File: src/rtl/game_countdown.sv
// Round countdown timer: consumes a 1 Hz tick and counts down from START_SECONDS in BCD.
// Supports start/restart and pause/resume, and flags warning, game-over and expiry.
module game_countdown #(
  parameter int unsigned START_SECONDS = 60,
  parameter int unsigned WARN_SECONDS  = 10
) (
  input  logic       clk_in,
  input  logic       rst,
  input  logic       tick_in,
  input  logic       start,
  input  logic       pause,
  output logic [3:0] time_tens,
  output logic [3:0] time_ones,
  output logic       running,
  output logic       warning,
  output logic       game_over,
  output logic       expired
);

  localparam logic [3:0] StartTens = 4'(START_SECONDS / 10);
  localparam logic [3:0] StartOnes = 4'(START_SECONDS % 10);

  typedef enum logic [1:0] {StIdle, StRunning, StPaused, StDone} state_e;

  state_e     state_q, state_d;
  logic [3:0] tens_q, tens_d;
  logic [3:0] ones_q, ones_d;
  logic       running_q, running_d;
  logic       warning_q, warning_d;
  logic       game_over_q, game_over_d;
  logic       expired_q, expired_d;
  logic [6:0] remaining_d;

  always_comb begin
    state_d   = state_q;
    tens_d    = tens_q;
    ones_d    = ones_q;
    expired_d = 1'b0;

    // start outranks tick and pause in every state
    if (start) begin
      tens_d  = StartTens;
      ones_d  = StartOnes;
      state_d = StRunning;
    end else begin
      unique case (state_q)
        StRunning: begin
          if (tick_in) begin
            if (tens_q == 4'd0 && ones_q <= 4'd1) begin
              tens_d    = 4'd0;
              ones_d    = 4'd0;
              state_d   = StDone;
              expired_d = 1'b1;
            end else begin
              if (ones_q == 4'd0) begin
                ones_d = 4'd9;
                tens_d = tens_q - 4'd1;
              end else begin
                ones_d = ones_q - 4'd1;
              end
              if (pause) state_d = StPaused;
            end
          end else if (pause) begin
            state_d = StPaused;
          end
        end
        StPaused: begin
          if (pause) state_d = StRunning;
        end
        default: ;
      endcase
    end

    remaining_d = 7'(tens_d) * 7'd10 + 7'(ones_d);
    running_d   = (state_d == StRunning);
    game_over_d = (state_d == StDone);
    warning_d   = (state_d == StRunning || state_d == StPaused) &&
                  (32'(remaining_d) <= WARN_SECONDS);
  end

  always_ff @(posedge clk_in or posedge rst) begin
    if (rst) begin
      state_q     <= StIdle;
      tens_q      <= StartTens;
      ones_q      <= StartOnes;
      running_q   <= 1'b0;
      warning_q   <= 1'b0;
      game_over_q <= 1'b0;
      expired_q   <= 1'b0;
    end else begin
      state_q     <= state_d;
      tens_q      <= tens_d;
      ones_q      <= ones_d;
      running_q   <= running_d;
      warning_q   <= warning_d;
      game_over_q <= game_over_d;
      expired_q   <= expired_d;
    end
  end

  assign time_tens = tens_q;
  assign time_ones = ones_q;
  assign running   = running_q;
  assign warning   = warning_q;
  assign game_over = game_over_q;
  assign expired   = expired_q;

endmodule
File: config.mk
export PLATFORM = sky130hd
export DESIGN_NAME = game_countdown
export DESIGN_NICKNAME = d
export VERILOG_FILES = /design/src/rtl/game_countdown.sv
export SDC_FILE = /design/constraint.sdc
export NUM_CORES = 1
export LEC_CHECK = 0
export ABC_AREA = 1
export CAP_MARGIN = 5
export CELL_PAD_IN_SITES_DETAIL_PLACEMENT = 1
export CELL_PAD_IN_SITES_GLOBAL_PLACEMENT = 1
export CORE_UTILIZATION = 39
export DETAILED_ROUTE_END_ITERATION = 8
export PLACE_DENSITY = 0.8
export SLEW_MARGIN = 10
export SYNTH_ARGS = -nofsm -noshare
export SYNTH_HDL_FRONTEND = slang
export SYNTH_SLANG_ARGS = --single-unit
File: constraint.sdc
create_clock -name clk_in -period 3.8 [get_ports clk_in]
set_input_delay 1.14 -clock clk_in [delete_from_list [all_inputs] [get_ports clk_in]]
set_output_delay 1.14 -clock clk_in [all_outputs]
set_load 0.03 [all_outputs]
; ---- After elaboration in Yosys (flattened, before gate mapping)
; Cells that the tools add are included.
[totals]
ff_bits = 14
inputBits = 5
word_cells = 43
[classes]
add_sub_neg = 3
n_mul = 1
order_cmp = 2
n_eq_ne = 5
n_mux = 20
n_reduce_logical = 5
[ops]
columns = op, n
row1 = 2-to-1 mux 4 bit, 10
row2 = 2-to-1 mux 2 bit, 5
row3 = zero test 4 bit, 2
row4 = subtractor 4 x 1 -> 4 bit (second input constant), 2
row5 = adder 7 x 4 -> 7 bit, 1
row6 = less-or-equal comparator 7 x 4 -> 1 bit (second input constant), 1
row7 = == test 2 bit (second input constant), 3
row8 = multiplier 4 x 3 -> 6 bit (second input constant), 1
row9 = == test 2 x 1 -> 1 bit (second input constant), 2
row10 = less-or-equal comparator 4 x 1 -> 1 bit (second input constant), 1
row11 = 2-to-1 mux 1 bit, 4
row12 = case mux 2 bit (2 select lines), 1
row13 = logical AND 1 bit, 2
row14 = logical OR 1 bit, 1

; ---- Logic depth before layout (Yosys ltp)
; Gate-level depths: netlist (run 1).
[depth]
ltp_word = 10
ltp_mapped = 23
ltp_nobuf = 23

; ---- Least setup slack after synthesis (run 1)
; OpenSTA, ideal clock, no wires.
[synth_path]
path_type = input to register
from = input tick_in
to = register warning_q, in the netlist warning
setup_ns = 0.114
arrival_ns = 3.303
setup_slack_ns = 0.382
stages = 21
path_cell_list = nand2_4 -> nor2_4 -> nand2_2 -> clkinv_2 -> nand2_2 -> a31oi_2 -> inv_2 -> ha_1 -> ha_1 -> fa_1 -> nand2_1 -> nor2_1 -> nand2_1 -> nand2_1 -> nand2_1 -> nand2_1 -> inv_1 -> nand2_1 -> nand2_1 -> inv_1 -> nor2_2
[synth_via]
elab_chain_len = 7
[synth_rtl]
columns = item, line
row1 = "start, declared", 9  ; input logic tick_in,
row2 = 2-to-1 mux 4 bit, 48  ; if (tick_in) begin
row3 = 2-to-1 mux 4 bit, 46  ; unique case (state_q)
row4 = 2-to-1 mux 4 bit, 41  ; if (start) begin
row5 = named net tens_d[1], 26  ; logic [3:0] tens_q, tens_d;
row6 = multiplier 4 x 3 -> 6 bit, 74  ; remaining_d = 7'(tens_d) * 7'd10 + 7'(ones_d);
row7 = adder 7 x 4 -> 7 bit, 74
row8 = less-or-equal comparator 7 x 4 -> 1 bit, 78  ; (32'(remaining_d) <= WARN_SECONDS);
row9 = logical AND 1 bit, 77  ; warning_d = (state_d == StRunning || state_d == StPaused) &&
row10 = named net warning_d, 29  ; logic warning_q, warning_d;
row11 = "end signal, assigned", 95  ; warning_q <= warning_d;
row12 = "end, declared", 29
; The timed path passes the listed nets, and every way through them passes these cells.

; ---- Worst setup path after layout (run 1)
; Ends and elaborated chain as after synthesis.

==> load_flow_metrics.sql, run 1 <==
INSERT INTO impl_metrics (metric_group, metric, value, unit) VALUES
('timing', 'finalWorstPathRequiredPeriod', '3.61', 'ns'),
('detailed_routing', 'final_antenna_net_count', '0', ''),
('clock_network', 'htree_levels', '1', ''),
('logic_synthesis', 'synth_enable_flop_cells', '0', ''),
('global_routing', 'number_of_antenna_violations_at_the_first_check_in_global_routing', '0', ''),
('die', 'design.core.area', '2730', 'um^2'),
('clock_network', 'cts_hold_buf', '0', ''),
('clock_network', 'clock_tree_from_tritoncts', 'built', ''),
('logic_synthesis', 'synth_top_cells_by_area', 'sky130_fd_sc_hd__dfrtp_1 (27%), sky130_fd_sc_hd__ha_1 (12%), sky130_fd_sc_hd__nand2_1 (10%), sky130_fd_sc_hd__inv_1 (9.4%), sky130_fd_sc_hd__dfstp_2 (4.7%)', ''),
('clock_network', 'cts_root_buffer', 'sky130_fd_sc_hd__clkbuf_4', ''),
('flow_run', 'max_cap_violations', '0', ''),
('die', 'num_io_pins', '17', ''),
('logic_synthesis', 'ys.flop_type', 'sky130_fd_sc_hd__dfrtp_1', ''),
('worst_setup_path', 'cp_max_fo', '4', ''),
('logic_synthesis', 'total_number_of_yosys_warnings', '0', ''),
('global_routing', 'grt_pass1_wl', '5300', 'um'),
('cells_and_area', 'antenna_cells_inserted', '0', ''),
('logic_synthesis', 'postSynthCellCount', '139', ''),
('timing', 'holdWs', '0.636', 'ns'),
('die', 'floorplan.die_area', '3070', 'um^2'),
('logic_synthesis', 'synthDominantAreaCellType', 'sky130_fd_sc_hd__dfrtp_1', ''),
('logic_synthesis', 'synth_seq_cells', '14', ''),
('worst_setup_path', 'crit_chain', 'dlygate4sd2_1, nand2_4, nor2_4, nand2_2, clkinv_2, nand2_2, a31oi_4, inv_2, ha_1, ha_1, fa_1, nand2_1, nor2_1, nand2_1, nand2_1, nand2_1, nand2_1, inv_1, nand2_1, nand2_1, inv_1, nor2_2', ''),
('clock_network', 'clkTransAtPathRegs', '0.08', 'ns'),
('clock_network', 'clock_sink_count', '14', ''),
('global_routing', 'use_met3', '0.0281', ''),
('detailed_routing', 'firstDrtPassIters', '4', ''),
('detailed_routing', 'detail_route.wl_per_cell', '14.0', 'um'),
('clock_network', 'clk_latency', '0.27', 'ns'),
('timing', 'max_freq', '277', 'MHz'),
('place', 'place_worst_setup_slack', '-0.407', 'ns'),
('worst_setup_path', 'data_required_critical_path', '3.98', 'ns'),
('logic_synthesis', 'yosys.cell_count.top_type', 'sky130_fd_sc_hd__nand2_1', ''),
('logic_synthesis', 'synthesis.nets', '157', ''),
('timing', 'rsz_0062_raised_after_global_routing', 'no', ''),
('cells_and_area', 'flow.area_growth_from_synthesis', '38.7', '%'),
('worst_setup_path', 'critical_path.endpoint_type', 'register', ''),
('timing', 'skew', '0.00154', 'ns'),
('die', 'initial_core_util', '0.407', ''),
('detailed_routing', 'route.detailed.vias_per_inst', '4.94', ''),
('worst_setup_path', 'cp-start-kind', 'primary input', ''),
('global_routing', 'number_of_global_route_vias_before_repair', '1234', ''),
('global_routing', 'grt_max_degree', '15', ''),
('timing', 'final.period_utilization', '0.951', ''),
('die', 'die_height', '55.4', 'um'),
('pwr', 'vdd.ir_drop.worst', '0.357', 'mV'),
('pwr', 'cellLeakagePower', '0.817', 'nW'),
('timing', 'timing.final.max_slew_violations', '0', ''),
('timing', 'worst_slew_margin_rel', '0.661', ''),
('detailed_routing', 'number_of_drc_violations_after_detailed_routing_iteration_0', '13', ''),
('logic_synthesis', 'netlist_area', '1110', 'um^2'),
('place', 'gpl.final_weighted_congestion', '0.851', ''),
('place', 'port-buffer-count', '16', ''),
('die', 'die_w', '55.4', 'um'),
('timing', 'setup_viol_count_final', '0', ''),
('clock_network', 'clock_tree.buffer_depth', '2', ''),
('pwr', 'power.density', '691', 'nW/um^2'),
('worst_setup_path', 'critical_path.most_common_cell', 'sky130_fd_sc_hd__nand2_1', ''),
('detailed_routing', 'route.vias.total', '1058', ''),
('global_routing', 'grt.met1_usage', '0.247', ''),
('cells_and_area', 'layout_cell_share_with_drive_strength_beyond_1', '0.284', ''),
('worst_setup_path', 'worst-setup-path-type', 'in -> reg', ''),
('detailed_routing', 'wl', '2990', 'um'),
('pwr', 'total_power', '1.07', 'mW'),
('global_routing', 'overflow_left_after_global_routing', '0', ''),
('logic_synthesis', 'async_reset_ff_frac', '1.00', ''),
('timing', 'timing_worst_slew_pin_value', '0.509', 'ns'),
('cells_and_area', 'final.fill_count', '340', ''),
('status', 'run_status', 'completed', ''),
('logic_synthesis', 'synth_seq_area_share', '0.317', ''),
('place', 'detailed_place_hpwl', '2570', 'um');
## power breakdown
group	switching, mW	internal, mW	total [mW]
Clock	0.0471	0.0582	0.105
Sequential	0.0344	0.193	0.228
Combinational	0.419	0.314	0.733
Total	0.500	0.566	1.07
## per-layer routing
layer  vias up  wire length [um]
li1        524                 -
met1       517              1220
met2        13              1700
met3         4                37
met4         0                26
met5         -                 0
## metrics by stage
stage               utilization  setup TNS [ns]  area (um^2)  cells
floorplan                     -               0         1110    139
global placement          0.546          -0.226         1490    210
detailed placement        0.546          -0.407         1490    210
CTS                       0.562               0         1540    214
global route              0.564               0         1540    214
finish                    0.564               0         1540    214
## registers in the layout, summed over array words and instances, names as in the netlist
register and cells:
expired 1, game_over 1, running 1, state_q 2, time_ones 4, time_tens 4, warning 1
## cells by family after synthesis
family,count (synthesis),share of synthesized area
compound gates,14,0.0799
flops,14,0.317
xor+xnor,3,0.0236
mux,1,0.0101
buf+inv,31,0.107
simple gates,63,0.303
fa+ha+maj,13,0.160
## worst paths after layout
kind,depth (start not counted),slack (ns),endpoint,start
worst max-delay path,22,0.19,warning,tick_in
worst min-delay path,2,0.64,time_ones[1],time_ones[1]
worst max register to register,23,0.50,warning,state_q[1]
worst min register to register,2,0.64,time_ones[1],time_ones[1]
max in group asynchronous,2,2.25,time_tens[2],rst
min in group asynchronous,2,1.19,game_over,rst
## layout make-up
class | instances | area [um^2] | area share
multi-input combinational | 94 | 654 | 0.424
sequential | 14 | 353 | 0.229
timing repair buffer | 40 | 342 | 0.221
inverter | 31 | 119 | 0.0770
tap | 31 | 38.8 | 0.0251
clock buffer | 4 | 36.3 | 0.0235
## worst max-delay path: cells and delay by family
family          cells  cell delay, ns
compound gates      1            0.16
fa+ha+maj           3            1.02
simple gates       13            0.96
buf+inv             5            0.50
## placed cells by master (no fill, tap or decap), types with 2 or more instances in the layout
cell	instances
sky130_fd_sc_hd__buf_4	24
sky130_fd_sc_hd__nand3_2	3
sky130_fd_sc_hd__fa_1	2
sky130_fd_sc_hd__nand2_2	3
sky130_fd_sc_hd__dfrtp_1	12
sky130_fd_sc_hd__clkdlybuf4s50_1	14
sky130_fd_sc_hd__clkbuf_4	3
sky130_fd_sc_hd__o21ai_0	5
sky130_fd_sc_hd__nor2_4	4
sky130_fd_sc_hd__ha_1	11
sky130_fd_sc_hd__clkinv_2	2
sky130_fd_sc_hd__nand4_1	3
sky130_fd_sc_hd__nand3b_1	2
sky130_fd_sc_hd__o211ai_1	2
sky130_fd_sc_hd__nand2_1	30
sky130_fd_sc_hd__xor2_1	2
sky130_fd_sc_hd__nand3_1	3
sky130_fd_sc_hd__dfstp_2	2
sky130_fd_sc_hd__inv_1	28
sky130_fd_sc_hd__nor2_1	8
sky130_fd_sc_hd__nor2_2	4
sky130_fd_sc_hd__a21oi_1	3
## timing repair
action,CTS,global route
endpoints found under the setup margin,1,1
resized for setup,2,2
buffers inserted,0,0
hold endpoints to repair,0,0
No activity file was read; power rests on OpenSTA's default activity.
==> inputs of run 2 (changes only) <==
--- a/config.mk
+++ b/config.mk
@@ -7,11 +7,9 @@
 export LEC_CHECK = 0
 export ABC_AREA = 1
 export CAP_MARGIN = 5
-export CELL_PAD_IN_SITES_DETAIL_PLACEMENT = 1
-export CELL_PAD_IN_SITES_GLOBAL_PLACEMENT = 1
-export CORE_UTILIZATION = 39
+export CORE_UTILIZATION = 53
 export DETAILED_ROUTE_END_ITERATION = 8
-export PLACE_DENSITY = 0.8
+export PLACE_DENSITY = 0.81
 export SLEW_MARGIN = 10
 export SYNTH_ARGS = -nofsm -noshare
 export SYNTH_HDL_FRONTEND = slang
==> run 2 against run 1 <==
Effect of this change:
- utilization is 20 points higher
- non-clock buffer count decreased by 4
- global-route usage rose by 3.8 points
- via count fell by 2.1%
- final cell count down 3.7%
- combinational power shrank 5.9%
- critical path depth fell by 4
- wire length fell by 13%
- critical endpoint unchanged
==> load_flow_metrics.sql, run 2 (synthesis gave the netlist of run 1 again) <==
INSERT INTO impl_metrics (metric_group, metric, value, unit) VALUES
('worst_setup_path', 'r2r-end', 'warning', ''),
('detailed_routing', 'firstDrtPassIters', '4', ''),
('worst_setup_path', 'crit_path_end', 'warning', ''),
('worst_setup_path', 'worstReg2RegStart', 'time_tens[1]', ''),
('global_routing', 'global_route.usage.met2', '0.489', ''),
('place', 'detailed_place_hpwl', '2210', 'um'),
('cells_and_area', 'nNetsFinal', '198', ''),
('timing', 'worst_slew_margin_rel', '0.641', ''),
('global_routing', 'gr-usage-all-layers', '0.258', ''),
('die', 'rows', '16', ''),
('min_path', 'min-delay-path-class', 'reg -> reg', ''),
('timing', 'skew', '0.00258', 'ns'),
('die', 'initial_core_util', '0.567', ''),
('clock_network', 'cts-buffers-inserted', '3', ''),
('worst_setup_path', 'cp_max_fo', '4', ''),
('timing', 'timing_worst_slew_pin_value', '0.538', 'ns'),
('clock_network', 'cts_root_buffer', 'sky130_fd_sc_hd__clkbuf_4', ''),
('global_routing', 'number_of_antenna_violations_at_the_first_check_in_global_routing', '0', ''),
('clock_network', 'clock_tree.buffer_depth', '2', ''),
('place', 'place_worst_setup_slack', '-0.319', 'ns'),
('die', 'design.core.area', '1960', 'um^2'),
('timing', 'setup_viol_count_final', '0', ''),
('worst_setup_path', 'critical_path.endpoint_type', 'register', ''),
('status', 'run_status', 'completed', ''),
('cells_and_area', 'antenna_cells_inserted', '0', ''),
('clock_network', 'clock_sink_count', '14', ''),
('clock_network', 'htree_levels', '1', ''),
('flow_run', 'max_cap_violations', '0', ''),
('detailed_routing', 'route.detailed.drc', '0', ''),
('die', 'num_io_pins', '17', ''),
('global_routing', 'overflow_left_after_global_routing', '0', ''),
('global_routing', 'grt_max_degree', '15', ''),
('die', 'die_w', '47.8', 'um'),
('global_routing', 'use_met3', '0.0264', ''),
('global_routing', 'grt.met1_usage', '0.291', ''),
('cells_and_area', 'layout_cell_share_with_drive_strength_beyond_1', '0.268', ''),
('timing', 'timing.final.max_slew_violations', '0', ''),
('global_routing', 'top_usage_layer', 'met2', ''),
('detailed_routing', 'route.detailed.vias_per_inst', '5.03', ''),
('place', 'port-buffer-count', '16', ''),
('detailed_routing', 'route.vias.total', '1036', ''),
('timing', 'finalWorstPathRequiredPeriod', '3.61', 'ns'),
('detailed_routing', 'wl', '2610', 'um'),
('die', 'floorplan.die_area', '2290', 'um^2'),
('place', 'gpl.final_weighted_congestion', '0.822', ''),
('global_routing', 'grt_pass1_wl', '4000', 'um'),
('worst_setup_path', 'critical_path_start', 'start', ''),
('detailed_routing', 'number_of_drc_violations_after_detailed_routing_iteration_0', '20', ''),
('pwr', 'vdd.ir_drop.worst', '0.512', 'mV'),
('worst_setup_path', 'r2r_setup_slack', '0.52', 'ns'),
('timing', 'report.final.hold_viol_count', '0', ''),
('worst_setup_path', 'cp.arrival', '3.80', 'ns'),
('timing', 'rsz_0062_raised_after_global_routing', 'no', ''),
('timing', 'max_freq', '277', 'MHz'),
('pwr', 'power.density', '685', 'nW/um^2'),
('cells_and_area', 'final_core_utilization', '0.765', ''),
('worst_setup_path', 'cp-start-kind', 'primary input', ''),
('clock_network', 'clkTransAtPathRegs', '0.09', 'ns'),
('detailed_routing', 'final_antenna_net_count', '0', ''),
('pwr', 'cellLeakagePower', '0.788', 'nW'),
('clock_network', 'clk_latency', '0.29', 'ns'),
('timing', 'final.period_utilization', '0.951', ''),
('global_routing', 'number_of_global_route_vias_before_repair', '999', ''),
('cells_and_area', 'final_common_cell', 'sky130_fd_sc_hd__nand2_1', ''),
('die', 'die_height', '47.8', 'um'),
('cells_and_area', 'flow.area_growth_from_synthesis', '34.9', '%'),
('worst_setup_path', 'data_required_critical_path', '3.99', 'ns'),
('worst_setup_path', 'worst-setup-path-type', 'in -> reg', ''),
('worst_setup_path', 'r2r.worst_path.cells', '23', ''),
('cells_and_area', 'highest_count_cells_in_the_layout_ignoring_fill_and_taps', 'sky130_fd_sc_hd__nand2_1 (30), sky130_fd_sc_hd__inv_1 (28), sky130_fd_sc_hd__buf_4 (20)', ''),
('detailed_routing', 'detail_route.wl_per_cell', '12.7', 'um'),
('timing', 'post-route-worst-setup-slack', '0.186', 'ns'),
('clock_network', 'clock_tree_from_tritoncts', 'built', '');
-- run 2: cell count changes in the layout (fill, tap and decap cells not counted) --
cell	delta
sky130_fd_sc_hd__buf_4	-4
sky130_fd_sc_hd__clkdlybuf4s50_1	+1
sky130_fd_sc_hd__dlymetal6s2s_1	-1
sky130_fd_sc_hd__nor2_2	+1
sky130_fd_sc_hd__nor2_4	-1
-- run 2: area by class of cell --
type / instances / area (um^2)
Inverter: 31 / 119
Sequential cell: 14 / 353
Clock buffer: 4 / 36.3
Fill cell: 150 / 462
Timing Repair Buffer: 36 / 309
Tap cell: 27 / 33.8
Multi-Input combinational cell: 94 / 649
-- run 2: how the worst min path moves through the flow --
stage	end	cells after the start	slack, ns	startpoint
after global routing	state_q[0]	2	0.68	state_q[0]
final	time_ones[1]	2	0.63	time_ones[1]
after detailed placement	state_q[0]	2	0.62	state_q[0]
after CTS	time_ones[1]	2	0.63	time_ones[1]
after floorplan	state_q[0]	2	0.54	state_q[0]
after global placement	time_ones[1]	2	0.59	time_ones[1]
-- run 2: power breakdown --
group	internal, mW	switching [mW]	total [mW]
clock	0.0584	0.0528	0.111
combinational	0.289	0.401	0.690
sequential	0.193	0.0335	0.227
total	0.541	0.487	1.03
-- run 2: through the flow --
stage          hold WS, ns  std cells  power (mW)  TNS (ns)  cell area [um^2]
5_1_grt              0.682        206        1.13         0              1500
6_report             0.631        206        1.03         0              1500
2_1_floorplan        0.543        139       0.680         0              1110
4_1_cts              0.633        206        1.03         0              1500
3_5_place_dp         0.618        202       0.912    -0.319              1460
3_3_place_gp         0.586        202       0.873    -0.226              1460
-- run 2: layer usage --
layer | wire [um] | share of wire
met3 | 69 | 0.026
met2 | 1390 | 0.53
met5 | 0 | 0
met1 | 1100 | 0.42
met4 | 51 | 0.020
-- run 2: critical path, cell delays in order --
cell and delay (ns):
sky130_fd_sc_hd__clkdlybuf4s50_1 0.50, sky130_fd_sc_hd__nor2_2 0.25, sky130_fd_sc_hd__nand3_2 0.11, sky130_fd_sc_hd__inv_1 0.10
sky130_fd_sc_hd__ha_1 0.24, sky130_fd_sc_hd__ha_1 0.22, sky130_fd_sc_hd__fa_1 0.55, sky130_fd_sc_hd__nand2_1 0.07
sky130_fd_sc_hd__nor2_1 0.09, sky130_fd_sc_hd__nand2_1 0.08, sky130_fd_sc_hd__nand2_1 0.06, sky130_fd_sc_hd__nand2_1 0.05
sky130_fd_sc_hd__nand2_1 0.09, sky130_fd_sc_hd__inv_1 0.05, sky130_fd_sc_hd__nand2_1 0.06, sky130_fd_sc_hd__nand2_1 0.05
sky130_fd_sc_hd__inv_1 0.06, sky130_fd_sc_hd__nor2_2 0.03
-- run 2: repair_timing --
action                                  CTS  global route
setup buffers                             0             0
hold buffers                              0             0
resized for setup                         2             0
endpoints found under the setup margin    1             0
==> inputs of run 3 (changes only) <==
--- a/config.mk
+++ b/config.mk
@@ -9,6 +9,8 @@
 export CAP_MARGIN = 5
 export CORE_UTILIZATION = 53
 export DETAILED_ROUTE_END_ITERATION = 8
+export GPL_TIMING_DRIVEN = 0
+export HOLD_SLACK_MARGIN = 0.12
 export PLACE_DENSITY = 0.81
 export SLEW_MARGIN = 10
 export SYNTH_ARGS = -nofsm -noshare
==> constraint.sdc (replaced) <==
create_clock -name clk_in -period 3.8 [get_ports clk_in]
set_input_delay 1.14 -clock clk_in [delete_from_list [all_inputs] [get_ports clk_in]]
set_output_delay 1.14 -clock clk_in [all_outputs]
set_load 0.01 [all_outputs]
==> run 3 against run 2 <==
Effect of this change:
- sequential share of layout area up 1.9 points
- critical path depth down 1
- largest cell class unchanged
- combinational power down 12%
- global-route usage down 2.7 points
- clock power about the same
- sequential cell count unchanged
==> load_flow_metrics.sql, run 3 (synthesis gave the netlist of run 1 again) <==
INSERT INTO impl_metrics (metric_group, metric, value, unit) VALUES
('detailed_routing', 'route.detailed.drc', '0', ''),
('worst_setup_path', 'r2r-end', 'warning', ''),
('global_routing', 'top_usage_layer', 'met2', ''),
('timing', 'timing_worst_slew_pin_value', '0.530', 'ns'),
('worst_setup_path', 'r2r.worst_path.cells', '22', ''),
('pwr', 'vdd.ir_drop.worst', '0.442', 'mV'),
('die', 'rows', '16', ''),
('detailed_routing', 'detail_route.wl_per_cell', '12.9', 'um'),
('clock_network', 'cts_root_buffer', 'sky130_fd_sc_hd__clkbuf_4', ''),
('cells_and_area', 'nNetsFinal', '182', ''),
('worst_setup_path', 'cp-start-kind', 'primary input', ''),
('global_routing', 'overflow_left_after_global_routing', '0', ''),
('clock_network', 'cts-buffers-inserted', '3', ''),
('worst_setup_path', 'cpPeakStageDelay', '0.59', 'ns'),
('detailed_routing', 'firstDrtPassIters', '4', ''),
('timing', 'setup_viol_count_final', '0', ''),
('clock_network', 'cts_hold_buf', '0', ''),
('worst_setup_path', 'critical_path.endpoint_type', 'register', ''),
('clock_network', 'clkTransAtPathRegs', '0.09', 'ns'),
('cells_and_area', 'final_core_utilization', '0.709', ''),
('clock_network', 'clock_tree.buffer_depth', '2', ''),
('timing', 'fin_tns_setup', '0', 'ns'),
('pwr', 'power.density', '679', 'nW/um^2'),
('worst_setup_path', 'r2r_setup_slack', '0.51', 'ns'),
('worst_setup_path', 'worstReg2RegStart', 'state_q[1]', ''),
('cells_and_area', 'flow.area_growth_from_synthesis', '25.0', '%'),
('global_routing', 'number_of_antenna_violations_at_the_first_check_in_global_routing', '0', ''),
('global_routing', 'use_met3', '0.0113', ''),
('die', 'design.core.area', '1960', 'um^2'),
('die', 'die_height', '47.8', 'um'),
('timing', 'report.final.hold_viol_count', '0', ''),
('place', 'place_worst_setup_slack', '-0.449', 'ns'),
('worst_setup_path', 'crit_path_top_delay_cell', 'sky130_fd_sc_hd__clkdlybuf4s50_1', ''),
('cells_and_area', 'highest_count_cells_in_the_layout_ignoring_fill_and_taps', 'sky130_fd_sc_hd__nand2_1 (30), sky130_fd_sc_hd__inv_1 (28), sky130_fd_sc_hd__clkdlybuf4s50_1 (15)', ''),
('global_routing', 'grt_max_degree', '15', ''),
('global_routing', 'number_of_global_route_vias_before_repair', '854', ''),
('clock_network', 'htree_levels', '1', ''),
('place', 'placedCellCount', '182', ''),
('global_routing', 'grt_pass1_wl', '3530', 'um'),
('place', 'port-buffer-count', '16', ''),
('die', 'initial_core_util', '0.567', ''),
('detailed_routing', 'wl', '2460', 'um'),
('worst_setup_path', 'cp_max_fo', '6', ''),
('cells_and_area', 'design_area', '1390', 'um^2'),
('worst_setup_path', 'timing.critical_path.depth', '17', ''),
('worst_setup_path', 'cp.arrival', '3.87', 'ns'),
('timing', 'timing.final.max_slew_violations', '0', ''),
('worst_setup_path', 'worst-setup-path-type', 'in -> reg', ''),
('clock_network', 'clock_tree_from_tritoncts', 'built', ''),
('global_routing', 'grt.met1_usage', '0.261', ''),
('worst_setup_path', 'crit_path_end', 'warning', ''),
('status', 'run_status', 'completed', ''),
('worst_setup_path', 'critical_path_start', 'start', ''),
('die', 'floorplan.die_area', '2290', 'um^2'),
('timing', 'post-route-worst-setup-slack', '0.163', 'ns'),
('worst_setup_path', 'critical_path.most_common_cell', 'sky130_fd_sc_hd__nand2_1', ''),
('place', 'post_dp_cell_area', '1310', 'um^2'),
('cells_and_area', 'antenna_cells_inserted', '0', ''),
('worst_setup_path', 'crit_chain', 'clkdlybuf4s50_1, nor2_4, nand3_2, inv_1, ha_1, ha_1, fa_1, nand2_1, nor2_1, nand2_1, nand2_1, nand2_1, nand2_1, nand4_1, nand2_1, inv_1, nor2_2', ''),
('cells_and_area', 'finish.cell_count_without_fillers', '190', ''),
('detailed_routing', 'route.detailed.vias_per_inst', '4.96', ''),
('detailed_routing', 'number_of_drc_violations_after_detailed_routing_iteration_0', '3', ''),
('cells_and_area', 'final_common_cell', 'sky130_fd_sc_hd__nand2_1', ''),
('timing', 'max_freq', '275', 'MHz'),
('global_routing', 'gr-usage-all-layers', '0.230', ''),
('min_path', 'min-delay-path-class', 'reg -> reg', ''),
('die', 'die_w', '47.8', 'um'),
('worst_setup_path', 'cp.buffers_inverters', '3', ''),
('timing', 'finalWorstPathRequiredPeriod', '3.64', 'ns'),
('worst_setup_path', 'data_required_critical_path', '4.03', 'ns'),
('timing', 'worst_slew_margin_rel', '0.647', ''),
('clock_network', 'clk_latency', '0.29', 'ns'),
('die', 'num_io_pins', '17', ''),
('timing', 'final.period_utilization', '0.957', ''),
('place', 'gpl.final_weighted_congestion', '0.784', ''),
('global_routing', 'global_route.usage.met2', '0.441', ''),
('detailed_routing', 'final_antenna_net_count', '0', ''),
('detailed_routing', 'route.vias.total', '942', ''),
('timing', 'skew', '0.00263', 'ns'),
('pwr', 'cellLeakagePower', '0.714', 'nW'),
('clock_network', 'clock_sink_count', '14', ''),
('place', 'detailed_place_hpwl', '1940', 'um'),
('worst_setup_path', 'crit_family', 'simple AND/OR/NAND/NOR gates', ''),
('cells_and_area', 'layout_cell_share_with_drive_strength_beyond_1', '0.202', ''),
('flow_run', 'max_cap_violations', '0', '');
run 3: changes by cell type in the layout (fill, tap and decap cells not counted), sizes merged:
cell           delta
buf              -16
clkdlybuf4s15     +1
dlygate4sd2       -1
run 3: worst min-delay path by stage:
stage                            start      endpoint  slack [ns]  cells past startpoint
after CTS                 time_tens[0]  time_tens[0]        0.61                      1
after detailed placement  time_tens[0]  time_tens[0]        0.60                      1
final                     time_tens[0]  time_tens[0]        0.58                      1
after floorplan             state_q[0]    state_q[0]        0.54                      2
after global routing      time_tens[0]  time_tens[0]        0.60                      1
after global placement    time_tens[0]  time_tens[0]        0.58                      1
run 3: area by class of cell:
class	count	area (um^2)
multi-input cells	94	658
fillers	172	572
flip-flops and latches	14	353
repair buffers	20	190
inverters	31	119
clock buffers	4	36.3
well taps	27	33.8
run 3: worst reg2reg max path, stage by stage (launching register included):
cell                       delay (ns)
sky130_fd_sc_hd__dfrtp_1         0.41
sky130_fd_sc_hd__inv_1           0.07
sky130_fd_sc_hd__ha_1            0.28
sky130_fd_sc_hd__nand2_4         0.11
sky130_fd_sc_hd__nor2_4          0.12
sky130_fd_sc_hd__nand2_2         0.08
sky130_fd_sc_hd__clkinv_2        0.08
sky130_fd_sc_hd__nand2_2         0.06
sky130_fd_sc_hd__a31oi_4         0.19
sky130_fd_sc_hd__inv_2           0.07
sky130_fd_sc_hd__ha_1            0.27
sky130_fd_sc_hd__ha_1            0.22
sky130_fd_sc_hd__fa_1            0.54
sky130_fd_sc_hd__nand2_1         0.07
sky130_fd_sc_hd__nor2_1          0.09
sky130_fd_sc_hd__nand2_1         0.07
sky130_fd_sc_hd__nand2_1         0.06
sky130_fd_sc_hd__nand2_1         0.04
sky130_fd_sc_hd__nand2_1         0.10
sky130_fd_sc_hd__nand4_1         0.10
sky130_fd_sc_hd__nand2_1         0.09
sky130_fd_sc_hd__inv_1           0.05
sky130_fd_sc_hd__nor2_2          0.06
run 3: power by group:
group	internal (mW)	leakage (nW)	total [mW]	switching, mW
clock	0.0585	0.0210	0.111	0.0528
combinational	0.259	0.514	0.604	0.345
sequential	0.193	0.179	0.228	0.0347
total	0.511	0.714	0.944	0.433
run 3: metrics by stage:
stage	total power [mW]	hold WS, ns
after floorplan	0.632	0.543
after global placement	0.762	0.578
after detailed placement	0.794	0.599
after CTS	0.926	0.613
after global routing	1.03	0.600
final	0.944	0.576
run 3: timing repair:
| item | in CTS | in global routing |
|---|---|---|
| pin swaps | 3 | 2 |
| setup buffers | 2 | 2 |
| cloned | 0 | 0 |
| resized for setup | 2 | 3 |
| endpoints found under the setup margin | 1 | 1 |
run 3: metal layers:
layer / wire (um) / vias to the layer above
met5: 0 / -
met4: 41 / 0
met3: 42 / 4
met2: 1320 / 15
met1: 1050 / 433
li1: - / 490
